==> src/rtl/snn_pkg.sv <==
// ============================================================================
// snn_pkg : packet field layout, opcodes and stage states shared by the SNN pipe
// Revision : 1.0
// ============================================================================
`default_nettype none

package snn_pkg;

   localparam int PKT_W        = 33;
   localparam int ADDR_START   = 29;
   localparam int ADDR_END     = 32;
   localparam int OPCODE_START = 25;
   localparam int OPCODE_END   = 28;
   localparam int DATA_START   = 0;
   localparam int DATA_END     = 24;
   localparam int DATA_W       = DATA_END - DATA_START + 1;

   // Offsets inside the data field of a PSUM packet
   localparam int IDX_START    = 20;
   localparam int PSUM_START   = 0;

   typedef enum logic [3:0] {
      OP_WEIGHT   = 4'd0,
      OP_INPUT    = 4'd1,
      OP_PSUM     = 4'd2,
      OP_SPIKE    = 4'd3,
      OP_TIMESTEP = 4'd15
   } opcode_e;

   typedef logic [PKT_W-1:0] packet_t;

   typedef enum logic [1:0] {
      ACCEPT = 2'd0,
      SCAN   = 2'd1,
      EMIT   = 2'd2,
      CLEAR  = 2'd3
   } state_e;

   function automatic packet_t make_packet(input logic [3:0] addr,
                                           input opcode_e op,
                                           input logic [DATA_W-1:0] data);
      return {addr, op, data};
   endfunction

endpackage

`default_nettype wire

==> src/rtl/membrane_bank.sv <==
// ============================================================================
// membrane_bank : per-neuron membrane registers, saturating add port and
//                 threshold-subtract / clear port. Revision : 1.0
// ============================================================================
`default_nettype none

module membrane_bank #(
   parameter int NUM_NEURONS = 21,
   parameter int IDX_W       = 5,
   parameter int PSUM_W      = 13,
   parameter int MEM_W       = 16,
   parameter int THRESH      = 64
) (
   input  logic              clk,
   input  logic              reset,
   input  logic              add_en,
   input  logic [IDX_W-1:0]  add_idx,
   input  logic [PSUM_W-1:0] add_val,
   input  logic              scan_en,
   input  logic [IDX_W-1:0]  scan_idx,
   input  logic              clear,
   output logic              fire
);

   logic [MEM_W-1:0]       mem     [NUM_NEURONS];
   logic [MEM_W-1:0]       add_sum [NUM_NEURONS];
   logic [NUM_NEURONS-1:0] add_hit;
   logic [NUM_NEURONS-1:0] sub_hit;

   for (genvar i = 0; i < NUM_NEURONS; i++) begin : g_neuron
      logic [MEM_W:0] sum_wide;

      assign add_hit[i]  = add_en && (add_idx == IDX_W'(i));
      // One extra bit catches the carry so the sum clamps at all-ones
      assign sum_wide    = {1'b0, mem[i]} + (MEM_W+1)'(add_val);
      assign add_sum[i]  = sum_wide[MEM_W] ? {MEM_W{1'b1}} : sum_wide[MEM_W-1:0];
      assign sub_hit[i]  = scan_en && (scan_idx == IDX_W'(i)) &&
                           (mem[i] >= MEM_W'(THRESH));
   end

   assign fire = |sub_hit;

   always_ff @(posedge clk or posedge reset) begin
      if (reset) begin
         for (int i = 0; i < NUM_NEURONS; i++) begin
            mem[i] <= '0;
         end
      end else begin
         for (int i = 0; i < NUM_NEURONS; i++) begin
            if (clear) begin
               mem[i] <= '0;
            end else if (add_hit[i]) begin
               mem[i] <= add_sum[i];
            end else if (sub_hit[i]) begin
               mem[i] <= mem[i] - MEM_W'(THRESH);
            end
         end
      end
   end

endmodule

`default_nettype wire

==> src/rtl/psum_spike_accumulator.sv <==
// ============================================================================
// psum_spike_accumulator : accumulates ppe partial sums into membranes, emits one
//                          spike bitmap per timestep. Revision : 1.0
// ============================================================================
`default_nettype none

module psum_spike_accumulator
   import snn_pkg::*;
#(
   parameter int         NUM_NEURONS   = 21,
   parameter int         IDX_W         = 5,
   parameter int         PSUM_W        = 13,
   parameter int         MEM_W         = 16,
   parameter int         THRESH        = 64,
   parameter int         NUM_TIMESTEPS = 10,
   parameter logic [3:0] OUT_ADDR      = 4'd9
) (
   input  logic          clk,
   input  logic          reset,
   input  logic [32:0]   in_packet,
   input  logic          in_valid,
   output logic          in_ready,
   output logic [32:0]   out_packet,
   output logic          out_valid,
   input  logic          out_ready,
   output logic [3:0]    timestep_idx,
   output logic [7:0]    drop_count
);

   state_e                 state;
   state_e                 state_nxt;
   logic [IDX_W-1:0]       scan_ptr;
   logic [NUM_NEURONS-1:0] spike_vec;

   logic [3:0]             opcode;
   logic [IDX_W-1:0]       idx;
   logic [PSUM_W-1:0]      psum;
   logic                   accept;
   logic                   idx_ok;
   logic                   add_en;
   logic                   drop;
   logic                   ts_accept;
   logic                   scan_last;
   logic                   emit_done;
   logic                   fire;
   logic [3:0]             ts_next;
   logic                   unused_fields;

   assign opcode    = in_packet[OPCODE_END:OPCODE_START];
   assign idx       = in_packet[DATA_START+IDX_START +: IDX_W];
   assign psum      = in_packet[DATA_START+PSUM_START +: PSUM_W];
   assign unused_fields = ^{in_packet[ADDR_END:ADDR_START],
                            in_packet[DATA_START+IDX_START-1:DATA_START+PSUM_W]};

   assign accept    = in_valid && in_ready;
   assign idx_ok    = idx < IDX_W'(NUM_NEURONS);
   assign add_en    = accept && (opcode == OP_PSUM) && idx_ok;
   assign ts_accept = accept && (opcode == OP_TIMESTEP);
   assign drop      = accept && !add_en && !ts_accept;
   assign scan_last = scan_ptr == IDX_W'(NUM_NEURONS-1);
   assign emit_done = (state == EMIT) && out_valid && out_ready;
   assign ts_next   = timestep_idx + 4'd1;

   membrane_bank #(
      .NUM_NEURONS (NUM_NEURONS),
      .IDX_W       (IDX_W),
      .PSUM_W      (PSUM_W),
      .MEM_W       (MEM_W),
      .THRESH      (THRESH)
   ) u_bank (
      .clk      (clk),
      .reset    (reset),
      .add_en   (add_en),
      .add_idx  (idx),
      .add_val  (psum),
      .scan_en  (state == SCAN),
      .scan_idx (scan_ptr),
      .clear    (state == CLEAR),
      .fire     (fire)
   );

   always_comb begin
      state_nxt = state;
      in_ready  = 1'b0;
      case (state)
         ACCEPT: begin
            in_ready = 1'b1;
            if (ts_accept) state_nxt = SCAN;
         end
         SCAN: begin
            if (scan_last) state_nxt = EMIT;
         end
         EMIT: begin
            if (emit_done) state_nxt = (ts_next == 4'(NUM_TIMESTEPS)) ? CLEAR : ACCEPT;
         end
         CLEAR: begin
            state_nxt = ACCEPT;
         end
         default: state_nxt = ACCEPT;
      endcase
   end

   always_ff @(posedge clk or posedge reset) begin
      if (reset) begin
         state        <= ACCEPT;
         scan_ptr     <= '0;
         spike_vec    <= '0;
         out_valid    <= 1'b0;
         out_packet   <= '0;
         timestep_idx <= '0;
         drop_count   <= '0;
      end else begin
         state <= state_nxt;

         if (ts_accept) begin
            scan_ptr  <= '0;
            spike_vec <= '0;
         end else if (state == SCAN) begin
            scan_ptr <= scan_ptr + IDX_W'(1);
            if (fire) spike_vec <= spike_vec | (NUM_NEURONS'(1) << scan_ptr);
         end

         // The bitmap is registered on the first EMIT cycle, once the last
         // scan write to spike_vec has landed.
         if ((state == EMIT) && !out_valid) begin
            out_valid  <= 1'b1;
            out_packet <= make_packet(OUT_ADDR, OP_SPIKE, DATA_W'(spike_vec));
         end else if (emit_done) begin
            out_valid  <= 1'b0;
         end

         if (emit_done) begin
            timestep_idx <= ts_next;
         end else if (state == CLEAR) begin
            timestep_idx <= '0;
         end

         if (drop && (drop_count != 8'hFF)) begin
            drop_count <= drop_count + 8'd1;
         end
      end
   end

endmodule

`default_nettype wire
==> config.mk <==
export PLATFORM = sky130hd
export DESIGN_NAME = psum_spike_accumulator
export DESIGN_NICKNAME = d
export VERILOG_FILES = /design/src/rtl/snn_pkg.sv /design/src/rtl/membrane_bank.sv /design/src/rtl/psum_spike_accumulator.sv
export SDC_FILE = /design/constraint.sdc
export NUM_CORES = 2
export LEC_CHECK = 0
export CAP_MARGIN = 10
export CORE_MARGIN = 8
export CORE_UTILIZATION = 49
export DETAILED_ROUTE_END_ITERATION = 7
export GPL_ROUTABILITY_DRIVEN = 0
export PLACE_DENSITY_LB_ADDON = 0.08
export SKIP_CTS_REPAIR_TIMING = 1
export SLEW_MARGIN = 20
export SYNTH_ARGS = -nofsm -noshare
export SYNTH_HDL_FRONTEND = slang
export SYNTH_SLANG_ARGS = --single-unit
==> constraint.sdc <==
create_clock -name clk -period 15.33 [get_ports clk]
set_input_delay 3.066 -clock clk [delete_from_list [all_inputs] [get_ports clk]]
set_output_delay 3.066 -clock clk [all_outputs]
set_load 0.05 [all_outputs]
Yosys cells after proc, flatten, opt, wreduce, memory -nomap -nowiden:

Index checks and enable logic that the tools add are counted.

* logic and storage cells: 353
* register bits: 399

* eq/ne operators: 50
* muxes and demuxes: 99
* add/sub/neg operators: 45
* order comparisons: 22
* reduce and logical (&&, ||, !) cells: 107
* shift-type cells: 1
* bitwise gates (word level): 1

Operators by type and width (number)
* $mux 16: 84
* $add 16x13->17: 21
* $ge 16x7->1 const B: 21
* $sub 16x7->16 const B: 21
* $eq 5x4->1 const B: 16
* $logic_and 1x1->1: 73
* $mux 21: 3
* $reduce_bool 3->1: 21
* $eq 5x5->1 const B: 10
* $eq 5x3->1 const B: 8
* $or 21x21->21: 1
* $reduce_or 21->1: 1
* $shl 1x5->21 const A: 1
* $eq 5x2->1 const B: 4
* $eq 5x1->1 const B: 2
* $logic_not 5->1: 2
* $mux 5: 2
* $add 8x1->8 const B: 1
* $eq 4x4->1 const B: 2
* $mux 2: 4
* $mux 4: 2
* $ne 8x8->1 const B: 1
* $pmux 2 s4: 1
* $reduce_bool 2->1: 4
* 12 further kinds: 19

Logic depth before layout (Yosys ltp):

* word-level depth: 9
* gate-level depth with buffers: 12
* depth with buffers taken out: 10

By module:

From an unflattened synthesis, not the netlist that was laid out.

* cells, all modules: 4079
* area total of the unflattened synthesis: 34729.6 um^2

By module, submodules not included
* membrane_bank: area an instance 31853.0 um^2, cells an instance 3837, times used 1
* psum_spike_accumulator: area an instance 2876.5 um^2, cells an instance 242, times used 1

Least setup slack after synthesis:

Ideal clock, no wire load.

* path kind: input -> register
* start: in in_packet[0]
* end: reg u_bank.mem[59] in the netlist's numbering
* required time: 15209 ps
* stages: 10
* buffers on the path: 0
* data arrival time: 5514 ps
* slack: 9695 ps
* setup time: 121 ps
* cell sequence: ha_1 > fa_1 > a211oi_1 > o21ai_0 > a2111oi_0 > o21ai_0 > o2111a_1 > o21a_1 > o21a_1 > o22a_1

* cells in the longest elaborated chain, start to end: 4

RTL lines
* start, declared: line psum_spike_accumulator.sv:20 `input logic [32:0] in_packet,`
* $add 16x13->17: line membrane_bank.sv:35 `assign sum_wide = {1'b0, mem[i]} + (MEM_W+1)'(add_val);`
* $mux 16: line membrane_bank.sv:36 `assign add_sum[i] = sum_wide[MEM_W] ? {MEM_W{1'b1}} : sum_wide[MEM_W-1:0];`
* $mux 16: line membrane_bank.sv:52 `end else if (add_hit[i]) begin`
* $mux 16: line membrane_bank.sv:50 `if (clear) begin`
* end signal, assigned by index: line membrane_bank.sv:53 `mem[i] <= add_sum[i];`
* end signal, assigned by index: line membrane_bank.sv:55 `mem[i] <= mem[i] - MEM_W'(THRESH);`
* end, declared: line membrane_bank.sv:25 `logic [MEM_W-1:0] mem [NUM_NEURONS];`

No other way between the ends.
A chain may end at the register's enable or synchronous reset.

Worst setup path after layout:

* start: in in_packet[0]
* end: reg u_bank.mem[60] in the netlist's numbering

The elaborated chain is that of the path after synthesis.

==> impl_metrics.env <==
export IMPL_status="complete, no violations"
export IMPL_highest_layer="met4"
export IMPL_power_density_nw_per_um2=150
export IMPL_cts_root_buffer_cell="clkbuf_16"
export IMPL_holdPathStages=1
export IMPL_num_fill_cells=6625
export IMPL_grt_pass1_wl_um=167000
export IMPL_synth_edf_count=0
export IMPL_arrival_ns=6.83
export IMPL_syn_inst=4195
export IMPL_yosys_area_top_type="dfrtp_1"
export IMPL_clk_pin_slew_ns=0.06
export IMPL_synth_area_leaders="dfrtp_1 29%, ha_1 12%, a21oi_1 5.5%"
export IMPL_wl_per_cell_um=20.1
export IMPL_synth_async_reset_ratio_pct=100
export IMPL_end_kind="register"
export IMPL_fp_dieArea_um2=79400
export IMPL_r2r_start="state[1]"
export IMPL_synth_area_um2=34600
export IMPL_drt_iter0_drc=2271
export IMPL_min_period_ns=6.35
export IMPL_synthSimpleGateAreaFrac_pct=20.3
export IMPL_drt_met1_wl_um=49200
export IMPL_period_share_pct=41.4
export IMPL_synth_xor_area_share_pct=8.05
export IMPL_maxCapViolations=0
export IMPL_start_util_pct=49.4
export IMPL_multi_input_area_um2=23600
export IMPL_min_from="spike_vec[12]"
export IMPL_drive_gt1_share_pct=5.47
export IMPL_worst_pin_slew_ns=1.14
export IMPL_die_w_um=282
export IMPL_cp_startpoint="in_packet[0]"
export IMPL_wl_met3_um=5620
export IMPL_max_freq_mhz=158
export IMPL_setup_ws_ns=8.98
export IMPL_wl_met2_um=46400
export IMPL_grt_ovfl_total=0
export IMPL_pin_count=84
export IMPL_cp_data_required_time_ns=15.81
export IMPL_antenna_found_initial=2
export IMPL_hold_ws_ns=0.495
export IMPL_grt_pass1_vias=29800
export IMPL_synth_warnings=0
export IMPL_via_count=31900
export IMPL_dr_pass1_iters=6
export IMPL_hold_viol=0
export IMPL_slew_headroom_pct=23.5
export IMPL_ys_flop_type="dfrtp_1"
export IMPL_leakagePower_nw=17.4
export IMPL_ys_seq_area_share_pct=28.9
export IMPL_start_kind="primary input"
export IMPL_viasPerCell=6.16
export IMPL_syn_to_final_growth_pct=9.22
export IMPL_numCtsBuffers=50
export IMPL_die_h_um=282
export IMPL_drc_errors=0
export IMPL_syn_area_per_cell_um2=8.25
export IMPL_ir_drop_uv=118
export IMPL_critPathMaxFanout=21
export IMPL_dpl_hpwl_um=68600
export IMPL_total_power_mw=5.68
export IMPL_row_count=97
export IMPL_worstRegToRegCells=8
export IMPL_htreeDepth=2
export IMPL_setup_tns_final_ns=0
export IMPL_setup_viol=0
export IMPL_synth_top_area_share_pct=28.9
export IMPL_ant_nets=0
export IMPL_synth_compound_area_share_pct=25.5
export IMPL_nets=4590
export IMPL_clk_latency_ns=0.61
export IMPL_synth_seq_cells=399
export IMPL_reg2reg_slack_ns=11.55
export IMPL_cts_tree="done"
export IMPL_hold_path_class="register to register"
export IMPL_grt_max_degree=154
export IMPL_wl_um=104000
export IMPL_synthAdderAreaFrac_pct=13.0
export IMPL_grt_use_total_pct=25.8
export IMPL_drv_slew=0
export IMPL_finalClockSkew_ns=0.0330
export IMPL_ys_types=96
export IMPL_holdPathEnd="spike_vec[12]"
export IMPL_synth_top_family_by_area="compound AO/OA/AOI/OAI gates"
export IMPL_muxShareOfSynthArea_pct=1.11
export IMPL_cts_max_path_buffers=3
export IMPL_seqCellArea_um2=9980
export IMPL_fp_coreArea_um2=70000
export IMPL_rsz0062_at_grt="no"
export IMPL_place_worst_setup_slack_ns=8.42
export IMPL_io_buffers=64
export IMPL_clock_sinks=399
export IMPL_rr_endpoint="spike_vec[0]"
export IMPL_path_class="primary input to register"
[layout make-up]
class	instances	share of cell area, %
Tap cell	940	3.11
Inverter	123	1.24
Clock inverter	23	0.596
Timing Repair Buffer	107	2.48
Sequential cell	399	26.4
Clock buffer	67	3.67
Antenna cell	2	0.0132
Multi-Input combinational cell	3526	62.5
[sequential cells by signal (all words and copies together), names as in the netlist]
register      cells
u_bank.mem      336
out_packet       22
spike_vec        21
drop_count        8
scan_ptr          5
timestep_idx      4
state             2
out_valid         1
[where the power goes]
group	leakage, nW	switching, mW	internal (mW)	total, mW
sequential	5.40	0.380	1.31	1.69
clock	0.796	0.504	0.685	1.19
combinational	11.2	1.61	1.18	2.80
[layer usage]
layer  track usage (%)  up-vias
met2              41.3      812
li1                  -    15600
met3              2.66      169
met4              7.40        0
met1              36.7    15300
met5                 0        -
[cell usage in the layout, fill, tap and decap left out, drive strengths merged, types with 21 or more instances in the layout]
cell type and n:
a21oi 382, a31oi 83, nand2 347, inv 125
nand2b 46, o21ai 329, clkdlybuf4s50 51, or4 24
o22ai 41, o21a 49, buf 56, nor3 169
nor3b 24, o211ai 33, clkbuf 67, and2 25
a21o 88, nor2b 37, nor2 378, nand3 166
nor4b 22, xnor2 195, mux2 26, and3 39
dfrtp 399, fa 21, o21bai 48, ha 325
a211oi 55, xor2 123, o31ai 42, nor4 50
or3 38
[metrics by stage]
step | instances | instance area (µm²) | utilization, %
after global placement | 5095 | 36200 | 51.6
after floorplan | 4202 | 34600 | -
after CTS | 5185 | 37800 | 53.9
after detailed placement | 5095 | 36200 | 51.6
final | 5187 | 37800 | 54.0
after global routing | 5185 | 37800 | 54.0
[synthesized netlist by cell type (38+ instances only)]
| cell | instances |
|---|---|
| ha_1 | 325 |
| o21ai_0 | 323 |
| o31ai_1 | 42 |
| a211oi_1 | 55 |
| a21o_1 | 88 |
| clkbuf_1 | 131 |
| dfrtp_1 | 399 |
| nor3_1 | 167 |
| and3_1 | 39 |
| o21a_1 | 49 |
| nand2b_1 | 46 |
| o22ai_1 | 41 |
| nand2_1 | 347 |
| or3_1 | 38 |
| o21bai_1 | 48 |
| xor2_1 | 123 |
| nor2_1 | 377 |
| nor4_1 | 49 |
| xnor2_1 | 195 |
| a21oi_1 | 381 |
| a31oi_1 | 80 |
| inv_1 | 123 |
| nand3_1 | 166 |
[logic make-up after synthesis]
logic type | after synthesis
fa+ha+maj | 346
simple gates | 1441
mux | 35
buf+inv | 277
xor+xnor | 318
other cells | 1
compound gates | 1378
flops | 399
[worst max path at each step]
| stage | to | depth (start not counted) |
|---|---|---|
| after floorplan | drop_count[0] | 1 |
| after global placement | u_bank.mem[253] | 11 |
| after detailed placement | u_bank.mem[223] | 11 |
| after CTS | u_bank.mem[237] | 11 |
| after global routing | u_bank.mem[237] | 11 |
| final | u_bank.mem[60] | 12 |
[critical path, stage by stage]
cell and delay [ns]:
buf_2 0.09, buf_4 0.29, ha_1 0.34, fa_1 0.43, a211oi_1 0.35, o21ai_0 0.20, a2111oi_0 0.85, o21ai_0 0.20
o2111a_1 0.38, o21a_1 0.28, o21a_1 0.17, o22a_1 0.17
Power figures use the tool's default switching activity.
